--- src/rtl/uart_rx_fifo.sv ---
// uart_rx_fifo: 8N1 UART receiver feeding a FIFO with registered read data.
// Define UART_RX_PARITY_EN for 8E1 frames with parity checking.
//
// state  | meaning
// IDLE   | line idle, waiting for a low level
// START  | half-bit wait, then confirm the start bit
// DATA   | sample 8 data bits, LSB first
// PARITY | sample the even-parity bit (UART_RX_PARITY_EN only)
// STOP   | sample the stop bit, then push the byte or flag an error
// BREAK  | line held low after a framing error, wait for high
module uart_rx_fifo #(
    parameter int CLKS_PER_BIT = 8,
    parameter int FIFO_DEPTH   = 16
) (
    input  logic                        clk_i,
    input  logic                        rst_i,
    input  logic                        serial_i,
    input  logic                        rden_i,
    output logic [7:0]                  byte_o,
    output logic                        empty_o,
    output logic                        full_o,
    output logic [$clog2(FIFO_DEPTH):0] count_o,
    output logic                        frame_err_o,
    output logic                        overflow_o,
    output logic                        parity_err_o
);
    localparam int AW = $clog2(FIFO_DEPTH);
    localparam int TW = $clog2(CLKS_PER_BIT);
    localparam logic [TW-1:0] TMR_FULL = TW'(CLKS_PER_BIT - 1);
    localparam logic [TW-1:0] TMR_HALF = TW'(CLKS_PER_BIT / 2 - 1);
    localparam logic [AW:0]   DEPTH_C  = (AW+1)'(FIFO_DEPTH);

`ifdef UART_RX_PARITY_EN
    typedef enum logic [2:0] {S_IDLE, S_START, S_DATA, S_PARITY, S_STOP, S_BREAK} state_t;
`else
    typedef enum logic [2:0] {S_IDLE, S_START, S_DATA, S_STOP, S_BREAK} state_t;
`endif

    logic          sync1_q, sync2_q, rx;
    state_t        state_q, state_d;
    logic [TW-1:0] tmr_q, tmr_d;
    logic [2:0]    bit_q, bit_d;
    logic [7:0]    shift_q, shift_d;
    logic          push_req, push_ok, pop, frame_err;
    logic [7:0]    mem_q [FIFO_DEPTH];
    logic [AW-1:0] wr_ptr_q, rd_ptr_q;
    logic [AW:0]   count_q, count_d;
    logic [7:0]    byte_q;
`ifdef UART_RX_PARITY_EN
    logic          par_bad_q, par_bad_d, par_err;
`endif

    assign rx = sync2_q;

    always_ff @(posedge clk_i) begin
        if (rst_i) begin
            sync1_q <= 1'b1;
            sync2_q <= 1'b1;
            state_q <= S_IDLE;
            tmr_q   <= '0;
            bit_q   <= '0;
            shift_q <= '0;
        end else begin
            sync1_q <= serial_i;
            sync2_q <= sync1_q;
            state_q <= state_d;
            tmr_q   <= tmr_d;
            bit_q   <= bit_d;
            shift_q <= shift_d;
        end
    end

`ifdef UART_RX_PARITY_EN
    always_ff @(posedge clk_i) begin
        if (rst_i) par_bad_q <= 1'b0;
        else       par_bad_q <= par_bad_d;
    end
`endif

    always_comb begin
        state_d   = state_q;
        tmr_d     = tmr_q;
        bit_d     = bit_q;
        shift_d   = shift_q;
        push_req  = 1'b0;
        frame_err = 1'b0;
`ifdef UART_RX_PARITY_EN
        par_bad_d = par_bad_q;
        par_err   = 1'b0;
`endif
        case (state_q)
            S_IDLE: begin
                bit_d = '0;
                if (!rx) begin
                    state_d = S_START;
                    tmr_d   = TMR_HALF;
                end
            end
            S_START: begin
                if (tmr_q != '0) begin
                    tmr_d = tmr_q - TW'(1);
                end else if (!rx) begin
                    state_d = S_DATA;
                    tmr_d   = TMR_FULL;
                end else begin
                    state_d = S_IDLE;
                end
            end
            S_DATA: begin
                if (tmr_q != '0) begin
                    tmr_d = tmr_q - TW'(1);
                end else begin
                    shift_d = {rx, shift_q[7:1]};
                    tmr_d   = TMR_FULL;
                    if (bit_q == 3'd7) begin
`ifdef UART_RX_PARITY_EN
                        state_d = S_PARITY;
`else
                        state_d = S_STOP;
`endif
                    end else begin
                        bit_d = bit_q + 3'd1;
                    end
                end
            end
`ifdef UART_RX_PARITY_EN
            S_PARITY: begin
                if (tmr_q != '0) begin
                    tmr_d = tmr_q - TW'(1);
                end else begin
                    par_bad_d = rx != (^shift_q);
                    tmr_d     = TMR_FULL;
                    state_d   = S_STOP;
                end
            end
`endif
            S_STOP: begin
                if (tmr_q != '0) begin
                    tmr_d = tmr_q - TW'(1);
                end else if (rx) begin
                    state_d = S_IDLE;
`ifdef UART_RX_PARITY_EN
                    par_err  = par_bad_q;
                    push_req = !par_bad_q;
`else
                    push_req = 1'b1;
`endif
                end else begin
                    frame_err = 1'b1;
                    state_d   = S_BREAK;
                end
            end
            S_BREAK: begin
                if (rx) state_d = S_IDLE;
            end
            default: state_d = S_IDLE;
        endcase
    end

    // A full FIFO can still take a byte when a pop frees a slot in the same cycle.
    assign pop     = rden_i && !empty_o;
    assign push_ok = push_req && (!full_o || pop);

    always_comb begin
        count_d = count_q;
        if (push_ok && !pop)      count_d = count_q + 1'b1;
        else if (!push_ok && pop) count_d = count_q - 1'b1;
    end

    always_ff @(posedge clk_i) begin
        if (rst_i) begin
            wr_ptr_q <= '0;
            rd_ptr_q <= '0;
            count_q  <= '0;
            byte_q   <= '0;
        end else begin
            count_q <= count_d;
            if (push_ok) wr_ptr_q <= wr_ptr_q + 1'b1;
            if (pop) begin
                rd_ptr_q <= rd_ptr_q + 1'b1;
                byte_q   <= mem_q[rd_ptr_q];
            end
        end
    end

    always_ff @(posedge clk_i) begin
        if (push_ok) mem_q[wr_ptr_q] <= shift_q;
    end

    assign byte_o      = byte_q;
    assign count_o     = count_q;
    assign empty_o     = (count_q == '0);
    assign full_o      = (count_q == DEPTH_C);
    assign frame_err_o = frame_err;
    assign overflow_o  = push_req && full_o && !pop;
`ifdef UART_RX_PARITY_EN
    assign parity_err_o = par_err;
`else
    assign parity_err_o = 1'b0;
`endif

endmodule

--- config.mk ---
export PLATFORM = sky130hd
export DESIGN_NAME = uart_rx_fifo
export DESIGN_NICKNAME = d
export VERILOG_FILES = /design/src/rtl/uart_rx_fifo.sv
export SDC_FILE = /design/constraint.sdc
export NUM_CORES = 1
export LEC_CHECK = 0
export CAP_MARGIN = 20
export CORE_MARGIN = 3
export CORE_UTILIZATION = 45
export DETAILED_ROUTE_END_ITERATION = 7
export MAX_ROUTING_LAYER = met4
export SETUP_SLACK_MARGIN = 0.4
export SYNTH_ARGS = -nofsm -noshare
export SYNTH_HDL_FRONTEND = slang
export SYNTH_SLANG_ARGS = --single-unit
--- constraint.sdc ---
create_clock -name clk_i -period 3.82 [get_ports clk_i]
set_input_delay 0.573 -clock clk_i [delete_from_list [all_inputs] [get_ports clk_i]]
set_output_delay 0.573 -clock clk_i [all_outputs]
set_load 0.01 [all_outputs]
== Word-level counts from Yosys, hierarchy flattened ==
Memory sizes are Yosys's and may differ from the RTL's. A register that Yosys moved wholly into a read port is not among the register bits.
Cells that the tools add are included.

* Flip-flop bits (word level): 32
* Memory bits (writable): 128
* Bits of input ports: 4
* Output and inout bits: 18
* Logic and storage cells: 81
* Memories: 1

{| class="wikitable"
|+ Memories
! name !! words !! bits a word !! rd ports !! clocked after Yosys merged registers in !! wr ports !! RTL line !! RTL
|-
| mem_q || 16 || 8 || 1 || 1 || 1 || 45 || <nowiki>logic [7:0] mem_q [FIFO_DEPTH];</nowiki>
|}

* $add $sub $neg: 6
* Eq/ne operators: 15
* Muxes and demuxes: 28
* Bitwise logic cells: 1
* Reductions and logical operators: 21

{| class="wikitable"
|+ Operators by type and width
! operator !! count
|-
| $mux 3 || 14
|-
| $ne 2x2->1 const B || 8
|-
| $pmux 3 s5 || 1
|-
| $pmux 3 s4 || 1
|-
| $mux 5 || 2
|-
| $add 4x1->4 const B || 2
|-
| $mux 1 || 8
|-
| $eq 3x2->1 const B || 2
|-
| $eq 3x3->1 const B || 2
|-
| $logic_and 1x1->1 || 6
|-
| $pmux 3 s2 || 1
|-
| $reduce_and 6->1 || 1
|-
| $add 5x1->5 const B || 1
|-
| $eq 5x5->1 const B || 1
|-
| $logic_not 5->1 || 1
|-
| $sub 5x1->5 const B || 1
|-
| $logic_not 1->1 || 4
|-
| $reduce_and 4->1 || 1
|-
| $reduce_bool 2->1 || 2
|-
| $reduce_bool 4->1 || 1
|-
| $add 3x1->3 const B || 1
|-
| $eq 3x1->1 const B || 1
|-
| $logic_not 3->1 || 1
|-
| $ne 3x3->1 const B || 1
|-
| 7 further kinds || 7
|}

== Logic depth before layout (Yosys ltp) ==
Gate-level depths: netlist (run 1).

* Depth in word-level cells: 9
* Gate-level depth with buffers: 14
* Depth with buffers taken out: 13

== Worst setup path before layout (run 1) ==
No wires, ideal clock.

* Path kind: flip-flop to flip-flop
* From: register tmr_q[0]
* To: register count_q[4], in the netlist count_o[4]
* Setup time: 0.121 ns
* Arrival time: 2.690 ns
* Required time: 3.699 ns
* Path slack: 1.009 ns
* Cell stages (with the launch flop): 14
* Cells stage by stage: dfxtp_1 -> inv_1 -> ha_1 -> nor2b_1 -> clkbuf_1 -> nand4_1 -> nor2_2 -> ha_1 -> inv_1 -> ha_1 -> a21o_1 -> a21oi_1 -> mux2i_1 -> mux2_2

* Cells in the longest elaborated chain, start to end: 7

{| class="wikitable"
|+ RTL lines
! item !! RTL line !! RTL
|-
| start: declaration || 41 || <nowiki>logic [TW-1:0] tmr_q, tmr_d;</nowiki>
|-
| start signal: assignment || 67 || <nowiki>tmr_q <= tmr_d;</nowiki>
|-
| $reduce_bool 3->1 (*) || 138 || <nowiki>if (tmr_q != '0) begin</nowiki>
|-
| $mux 1 (*) || 138 ||
|-
| $mux 1 (*) || 91 || <nowiki>case (state_q)</nowiki>
|-
| $logic_and 1x1->1 (*) || 162 || <nowiki>assign push_ok = push_req && (!full_o || pop);</nowiki>
|-
| named net push_ok || 44 || <nowiki>logic push_req, push_ok, pop, frame_err;</nowiki>
|-
| $logic_not 1->1 || 167 || <nowiki>else if (!push_ok && pop) count_d = count_q - 1'b1;</nowiki>
|-
| $logic_and 1x1->1 || 167 ||
|-
| $reduce_bool 2->1 (no source line) || -- ||
|-
| end signal: assignment || 177 || <nowiki>count_q <= count_d;</nowiki>
|-
| end: declaration || 47 || <nowiki>logic [AW:0] count_q, count_d;</nowiki>
|}

Mark *: on every way through the listed nets, which the timed path passes. The rest lies on a longest branch.
A chain may end at the register's enable or synchronous reset.

== Worst setup path in the final report (run 1) ==
* From: register count_q[0], in the netlist count_o[0]
* To: register count_q[4], in the netlist count_o[4]

* Cells in the longest elaborated chain, start to end: 8

{| class="wikitable"
|+ RTL lines
! item !! RTL line !! RTL
|-
| $logic_not 5->1 || 192 || <nowiki>assign empty_o = (count_q == '0);</nowiki>
|-
| $logic_not 1->1 || 161 || <nowiki>assign pop = rden_i && !empty_o;</nowiki>
|-
| $logic_and 1x1->1 || 161 ||
|-
| $logic_or 1x1->1 (*) || 162 ||
|-
| $logic_and 1x1->1 (*) || 162 ||
|-
| named net push_ok || 44 ||
|-
| $logic_not 1->1 || 167 ||
|-
| $logic_and 1x1->1 || 167 ||
|-
| $reduce_bool 2->1 (no source line) || -- ||
|}

Mark *: on every way through the listed nets, which the timed path passes. The rest lies on a longest branch. The select of a mux whose other input is x is not followed.

==> run metrics, run 1 <==
DR iter-0 viols=196; Max VDD drop=0.000325 V; Yosys top cell area share=56.1%; DP HPWL=8700 um; CTS Sinks=168; CP most frequent cell=ha_1; Clock Tree Root=clkbuf_16; Syn Area/Cell=14.8 um^2; Post-synth EDFFs=128; Final min period=3030 ps; worst hold margin=415 ps; dominant cells by area after synthesis=edfxtp_1 (56%), dfxtp_1 (12%), mux2i_1 (6.3%); RSZ-0062 raised after global routing=false; Setup WS pre-CTS=580 ps; setup violators final=0; Comb power frac=21.4%; Port Buffers=20; synthesized area=0.00685 mm^2; Core ar.=0.0147 mm^2; post-DR wirelength/cell=20.2 um; Seq/Total Area, Yosys=67.8%; vias in the first global route=3,809; GRT Total Usage=17.9%; final slew viol count=0; nets@finish=501; power after layout=4.67 mW; n_diodes=0; clk_skew=8.24 ps; Clk Latency, worst-skew pair=420 ps; asr flop ratio synth=0%; crit path from=count_o[0]; Clk pwr share=33.5%; CP cell instances=or4_4 > nor3b_2 > nor2_4 > ha_1 > inv_1 > ha_1 > a21o_1 > a21oi_1 > mux2i_1 > mux2_2; Initial Utilization=46.6%; Row Count=44; Max clock buf depth=2; net switching power=1.27 mW; die footprint=0.0167 mm^2; most frequent cell after synthesis=edfxtp_1; remaining global-route overflow=0; first-pass GRT wire length=21,400 um; Cells after DPL=647; static leakage=2.56 nW; post-route design area=0.00776 mm^2; Util after Layout=52.8%; Internal=3.39 mW; CP Depth=10; Hold Startpoint=sync1_q; Largest stage delay, worst path=580 ps; Layout area overhead=13.4%; max_slew headroom=37.5%; Worst-Margin Slew=934 ps; Crit. End Element=flip-flop; Synth cell types=45; Req. time, crit path=4130 ps; die height=129 um; type of origin of the critical path=flip-flop; setup TNS=0 ps; drt pass-1 iters=4; Placer Congestion=0.782; Max Cap Violations=0; crit path max fanout=6; RR Startpoint=count_o[0]; largest net degree at the start of global routing=42; worst reg2reg path depth=10; PwrDens=601 mW/mm^2; Seq cells post-synth=168; fin worst setup slack=790 ps; clock-pin slew on the worst setup and hold paths=60 ps; period utilization=79.3%; Die Width=129 um; sw frac=27.3%; Slowest-stage cell, CP=or4_4; FILL cells=1,211; CP Class=reg -> reg; TritonCTS clock tree=yes; Synth area leader=edfxtp_1; Synth Warn #=0; antenna violations before repair=0; synth cell count leaders=edfxtp_1 (128), nor2_1 (60), mux2i_1 (43); CTS H-tree depth=4; ys flop type=edfxtp_1; f_max=330 MHz; Syn Inst Count=463; Final Routed Wirelength=13,700 um; Net Count, Synth=482; # IOs=22; Inserted Clock Buffers=17; fin cells=678; Hold Crit Depth=1; crit path buf inv count=1; via count=3,732; Post-DP Area=0.00722 mm^2; Worst path top cell family by delay=simple AND/OR/NAND/NOR gates; DRC Markers=0; sequential share of power=45.0%; Final Hold Fails=0; Worst EP arrival=3340 ps; Tightest Hold Check Type=reg -> reg; outcome=completed; share of cells above drive strength 1=14.6%; drt via density=5.50; Routed Antenna Nets=0
-- layout by cell type (no fill, tap or decap), types with 6 or more instances in the layout --
master | synthesis | final
inv_1 | 8 | 8
nor2_1 | 60 | 60
a21oi_1 | 10 | 10
mux2i_1 | 43 | 43
ha_1 | 14 | 14
edfxtp_1 | 128 | 128
a211oi_2 | 8 | 8
o22ai_1 | 16 | 16
dfxtp_1 | 40 | 39
nand2_1 | 12 | 12
clkbuf_16 | 0 | 17
mux4_2 | 16 | 16
buf_4 | 1 | 7
nor3_1 | 18 | 18
xor2_1 | 6 | 6
a22oi_1 | 10 | 10
clkdlybuf4s50_1 | 0 | 19
nand3_1 | 7 | 7
-- cell type report --
class / count / area, um^2 / area share (%)
flip-flops and latches: 168 / 4650 / 59.8
multi-input cells: 258 / 2050 / 26.3
clock buffers: 18 / 429 / 5.53
repair buffers: 28 / 268 / 3.45
well taps: 184 / 230 / 2.97
clock inverters: 13 / 106 / 1.37
inverters: 9 / 38.8 / 0.500
-- routing by layer --
layer	global-route usage (%)	vias up	part of all wire (%)
met1	23.5	1877	47
li1	-	1777	-
met2	27.9	55	48
met5	-	-	0
met3	3.75	23	3.1
met4	6.36	0	2.0
-- worst reg2reg max path: stages, from the launching register on --
cell and delay, ps:
dfxtp_1 370, or4_4 580, nor3b_2 280, nor2_4 100, ha_1 240, inv_1 170
ha_1 290, a21o_1 170, a21oi_1 170, mux2i_1 210, mux2_2 340
-- cells by family after synthesis --
kind of cell / Yosys count / synth area share, %
flip-flops: 168 / 67.8
multiplexers: 61 / 11.9
adder cells (fa/ha/maj): 15 / 2.85
AND/OR/NAND/NOR: 119 / 8.04
XOR/XNOR: 10 / 1.28
other: 1 / 0.0548
AO/OA/AOI/OAI: 52 / 5.66
buffers and inverters: 37 / 2.43
-- worst paths after layout --
kind | slack [ps] | to
worst max-delay path | 790 | count_o[4]
worst min-delay path | 420 | rx
worst max register to register | 790 | count_o[4]
worst min register to register | 420 | rx
-- power by group through the flow --
stage / Clock, mW / Combinational, mW / Sequential (mW)
final: 1.56 / 1.00 / 2.10
after global routing: 1.67 / 1.10 / 2.12
after detailed placement: 0 / 1.01 / 2.14
after global placement: 0 / 1.00 / 2.14
after floorplan: 0 / 0.692 / 2.14
after CTS: 1.59 / 1.02 / 2.10
-- repair_timing --
action	4_1_cts	5_1_grt
hold buffers	0	0
buffers inserted	0	0
resized for setup	0	2
endpoints found under the setup margin	0	1
-- registers in the layout (all words and copies together) (netlist names) --
name      count
state_q       3
count_o       5
rx            1
shift_q       8
rd_ptr_q      4
bit_q         3
wr_ptr_q      4
sync1_q       1
tmr_q         3
byte_o        8
mem_q       128
Note: power is estimated with default switching activity, not from simulation.
==> inputs of run 2 (changes only) <==
==> constraint.sdc (replaced) <==
create_clock -name clk_i -period 3 [get_ports clk_i]
set_input_delay 0.45 -clock clk_i [delete_from_list [all_inputs] [get_ports clk_i]]
set_output_delay 0.45 -clock clk_i [all_outputs]
set_load 0.01 [all_outputs]
==> run metrics, run 2 (same netlist as run 1, synthesis figures left out) <==
Inserted Clock Buffers=17; power after layout=6.27 mW; Largest stage delay, worst path=580 ps; CTS Sinks=168; RSZ-0062 raised after global routing=true; DR iter-0 viols=437; Max VDD drop=0.000512 V; Slowest-stage cell, CP=or4_4; clk_skew=7.59 ps; max_slew headroom=49.0%; CP Class=reg -> reg; Port Buffers=20; Post-DP Area=0.00737 mm^2; die footprint=0.0167 mm^2; Hold Startpoint=sync1_q; Tightest Hold Check Type=reg -> reg; setup TNS=0 ps; Clk Latency, worst-skew pair=420 ps; drt via density=5.54; f_max=380 MHz; final slew viol count=0; share of cells above drive strength 1=19.9%; post-DR wirelength/cell=19.6 um; Initial Utilization=46.6%; FILL cells=1,191; Max clock buf depth=2; max reg flops=128; CP most frequent cell=ha_4; Placer Congestion=0.855; crit path max fanout=4; GRT Total Usage=18.3%; Worst-Margin Slew=765 ps; n_diodes=0; post-route design area=0.00807 mm^2; Final min period=2630 ps; remaining global-route overflow=0; DP HPWL=8590 um; Max Cap Violations=0; Final Routed Wirelength=13,700 um; nets@finish=524; first-pass GRT wire length=22,000 um; Final Hold Fails=0; crit path from=count_o[3]; RR Startpoint=count_o[3]; Routed Antenna Nets=0; most common cell after layout, fill and taps aside=edfxtp_1; drt pass-1 iters=4; largest net degree at the start of global routing=51; type of origin of the critical path=flip-flop; Req. time, crit path=3310 ps; Layout area overhead=17.8%; DRC Markers=0; Row Count=44; Crit. End Element=flip-flop; Core ar.=0.0147 mm^2; period utilization=87.8%; die height=129 um; clock-pin slew on the worst setup and hold paths=60 ps; PwrDens=778 mW/mm^2; static leakage=2.75 nW; Worst EP arrival=2940 ps; Clock Tree Root=clkbuf_16; CTS H-tree depth=4; # IOs=22; TritonCTS clock tree=yes; antenna violations before repair=0; outcome=completed; vias in the first global route=3,857; Top reg by flops=mem_q; setup violators final=0; commonest cells after routing, fill and taps aside=edfxtp_1 (128), nor2_1 (60), mux2i_1 (43); Die Width=129 um; via count=3,887; CP cell instances=or4_4 > nor3b_4 > nor2_4 > ha_4 > inv_4 > ha_4 > a21o_1 > a21oi_2 > mux2i_1 > mux2_2
==> run 2: cell count changes in the layout (fill, tap and decap cells not counted), moves of 3 or more <==
cell       delta
buf_4        +23
dfxtp_1       -3
clkinv_4      -3
clkbuf_16     +4
==> run 2: area by class of cell <==
type                       instances  area [um^2]  share of cell area, %
inverter                           9         48.8                  0.605
timing repair buffer              51          448                   5.55
multi-input combinational        258         2090                   25.9
tap                              184          230                   2.85
sequential                       168         4650                   57.7
clock buffer                      26          564                   7.00
clock inverter                     6         31.3                  0.388
==> run 2: critical path: cells and delay by family (launching register included) <==
| family | cells | cell delay (ps) |
|---|---|---|
| adders and majority gates | 2 | 370 |
| muxes | 2 | 540 |
| DFF | 1 | 340 |
| AOI/OAI and AO/OA | 2 | 290 |
| and+or+nand+nor | 3 | 910 |
| buffers and inverters | 1 | 70 |
==> run 2: stage by stage <==
stage               hold slack [ps]  util [%]  setup WS [ps]  instances
floorplan                       389         -            384        463
global placement                393      50.2            277        660
detailed placement              407      50.2            256        660
CTS                             420      54.6            340        698
global route                    443      54.9            262        702
finish                          419      54.9            367        702
==> run 2: worst paths after layout <==
path	slack (ps)	to	cells after the start
setup / recovery	370	count_o[4]	10
hold / removal	420	rx	1
setup reg to reg	370	count_o[4]	10
hold reg to reg	420	rx	1
==> run 2: per-layer routing <==
layer  GRT usage [%]  wire [um]
met1            24.5       6430
met2            27.5       6530
met3            4.00        541
met4            6.98        240
met5               -          0
==> run 2: timing repair <==
action,4_1_cts,5_1_grt
pin swaps,6,6
resized for setup,3,3
endpoints found under the setup margin,2,3
buffers inserted,6,4
hold buffers,0,0
==> run 2: power by group <==
group          internal, mW  leakage, nW  switching [mW]  total (mW)
registers              2.58         1.51          0.0966        2.67
logic                 0.733        0.940           0.730        1.46
clock network          1.29        0.294           0.845        2.14
==> edit (flow settings as in run 1) <==
`FIFO_DEPTH`: 16 -> 32.
--- a/src/rtl/uart_rx_fifo.sv
+++ b/src/rtl/uart_rx_fifo.sv
@@ -10,7 +10,7 @@
 // BREAK  | line held low after a framing error, wait for high
 module uart_rx_fifo #(
     parameter int CLKS_PER_BIT = 8,
-    parameter int FIFO_DEPTH   = 16
+    parameter int FIFO_DEPTH   = 32
 ) (
     input  logic                        clk_i,
     input  logic                        rst_i,
Interface: changed (resized count_o); port bits go from 22 to 23. The function was not compared with the original's and may differ.
==> edit against run 1 <==
Final cell count increased by 61%. Final area increased by 77%. Sequential cell count increased by 131. Register-to-register slack got worse by 160 ps. Combinational power increased by 30%. Wire length increased by 85%. Total power increased by 75%. Worst setup slack got worse by 170 ps. Clock power increased by 100%. Synthesized area increased by 74%. Critical endpoint is now overflow_o. Largest power group unchanged. Highest routed layer unchanged.
==> edit: results (changes against run 1) <==
\begin{tabular}{lr}
\hline
Metric & Value \\
\hline
\multicolumn{2}{l}{\textbf{Clock tree}} \\
Number of buffers on the longest clock path & 3 (+1) \\
Clock Latency Late Sink & 510 ps (+90 ps) \\
CTS buffer count & 34 (+17) \\
Htree depth & 2 (-2) \\
\multicolumn{2}{l}{\textbf{Global routing}} \\
Pin count of the biggest net entering global routing & 35 (-17\%) \\
Number of global-route vias before repair & 6661 (+75\%) \\
Global-route wire length before repair & 39470 um (+85\%) \\
Antenna violations before repair & 0 (unchanged) \\
Global-route usage over all layers & 0.1864 (+0.007296) \\
\multicolumn{2}{l}{\textbf{Outcome}} \\
Run status & finished clean \\
\multicolumn{2}{l}{\textbf{Setup path}} \\
Slowest stage cell on the critical path & clkdlybuf4s50\_1 \\
Highest fanout seen on the critical path & 5 (-1) \\
Worst endpoint data arrival time & 2630 ps (-710 ps) \\
Worst R2R End & count\_o[5] \\
Critical Path Sink & overflow\_o \\
Reg2Reg Setup Slack & 630 ps (-160 ps) \\
Worst Path Class, Setup & flip-flop to primary output \\
R2r worst-path depth & 11 (+1) \\
\multicolumn{2}{l}{\textbf{Cells and area}} \\
Flip-flop count of the largest register, all copies and words added & 256 (+100\%) \\
Final layout net count & 755 (+51\%) \\
Fraction of final layout cells sized beyond drive strength 1 & 0.1961 (+0.05030) \\
\multicolumn{2}{l}{\textbf{Placed design}} \\
Placed wire-length estimate & 15980 um (+84\%) \\
Total cell area at the placement stage & 0.01258 mm\^{}2 (+74\%) \\
Total of buffers placed on input and output ports & 21 (+5.0\%) \\
Weighted congestion at the end of routability-driven global placement & 0.8206 (+4.9\%) \\
Dpl ws & 288.8 ps (-291.2 ps) \\
\multicolumn{2}{l}{\textbf{Timing}} \\
Relative slew margins & 0.3799 (+0.004599) \\
Worst hold slack after final layout & 410.0 ps (-5.330 ps) \\
Fmax & 0.3121 GHz (-5.5\%) \\
Worst clock skew on the final layout & 12.73 ps (+4.493 ps) \\
\multicolumn{2}{l}{\textbf{Logic synthesis}} \\
EDFF count, synth & 256 (+100\%) \\
Count of unique library cells instantiated by Yosys & 56 (+24\%) \\
Commonest cells post-synth & edfxtp\_1 (256), nor2\_1 (68), mux4\_2 (49), mux2i\_1 (44), dfxtp\_1 (43) \\
Share of the yosys chip area belonging to registers & 0.7158 (+0.03765) \\
Synth Net Count & 707 (+47\%) \\
\multicolumn{2}{l}{\textbf{Detailed routing}} \\
Per-cell routed wire length & 23.19 um (+15\%) \\
Average via count per standard cell & 5.767 (+4.8\%) \\
DRT Pass-1 Iters & 5 (+1) \\
Number of design-rule violations left by the first detailed-router iteration & 464 (+140\%) \\
\multicolumn{2}{l}{\textbf{Power}} \\
Highest ir drop seen on vdd & 0.0003173 V (-2.3\%) \\
Leakage & 4.490 nW (+75\%) \\
\multicolumn{2}{l}{\textbf{Worst hold path}} \\
Hold EP & rx \\
\hline
\end{tabular}
==> edit: report_power, final <==
part           internal [mW]  switching [mW]
sequential              3.57           0.118
clock                   1.95            1.24
combinational          0.675           0.626
==> edit: logic make-up (layout without fill, tap and decap cells) <==
group,count (synthesis),in the layout,synth area share
fa+ha+maj,15,15,0.01634
mux,95,95,0.1312
xor+xnor,12,12,0.008800
other cells,1,1,0.0003140
simple gates,127,127,0.05228
buf+inv,47,119,0.01980
compound gates,92,92,0.05553
flops,299,299,0.7158
==> edit: worst register-to-register path, stage by stage (launching register included) <==
cell     delay, ps
dfxtp_1        360
or4_4          550
or4_4          480
and2_4         230
ha_1           250
inv_2          120
ha_1           240
a21o_1         190
a21oi_2        180
o21ai_0        150
a31o_2         240
a21oi_1        140
==> edit: layout make-up <==
| type | instances | area (um^2) |
|---|---|---|
| fillers | 2017 | 11840 |
| flip-flops and latches | 299 | 8553 |
| multi-input cells | 342 | 3172 |
| clock buffers | 47 | 993.5 |
| repair buffers | 49 | 488.0 |
| well taps | 330 | 412.9 |
| clock inverters | 13 | 118.9 |
| inverters | 10 | 37.54 |
==> edit: per-stage QoR <==
stage,utilization,instances
global placement,0.4899,1026
finish,0.5378,1090
CTS,0.5344,1087
floorplan,-,688
detailed placement,0.4910,1027
global route,0.5378,1090
==> edit: repair_timing <==
action | CTS | global route
hold buffers | 0 | 0
buffers inserted | 0 | 0
setup endpoints to repair | 0 | 3
resized for setup | 0 | 5
==> edit: routing by layer <==
metal  vias to the layer above  part of all wire  GRT usage
met5                         -                 0          -
met4                         0             0.023    0.05158
met3                        47             0.039    0.02732
met2                       158              0.49     0.3014
met1                      3243              0.45     0.2503
li1                       2838                 -          -
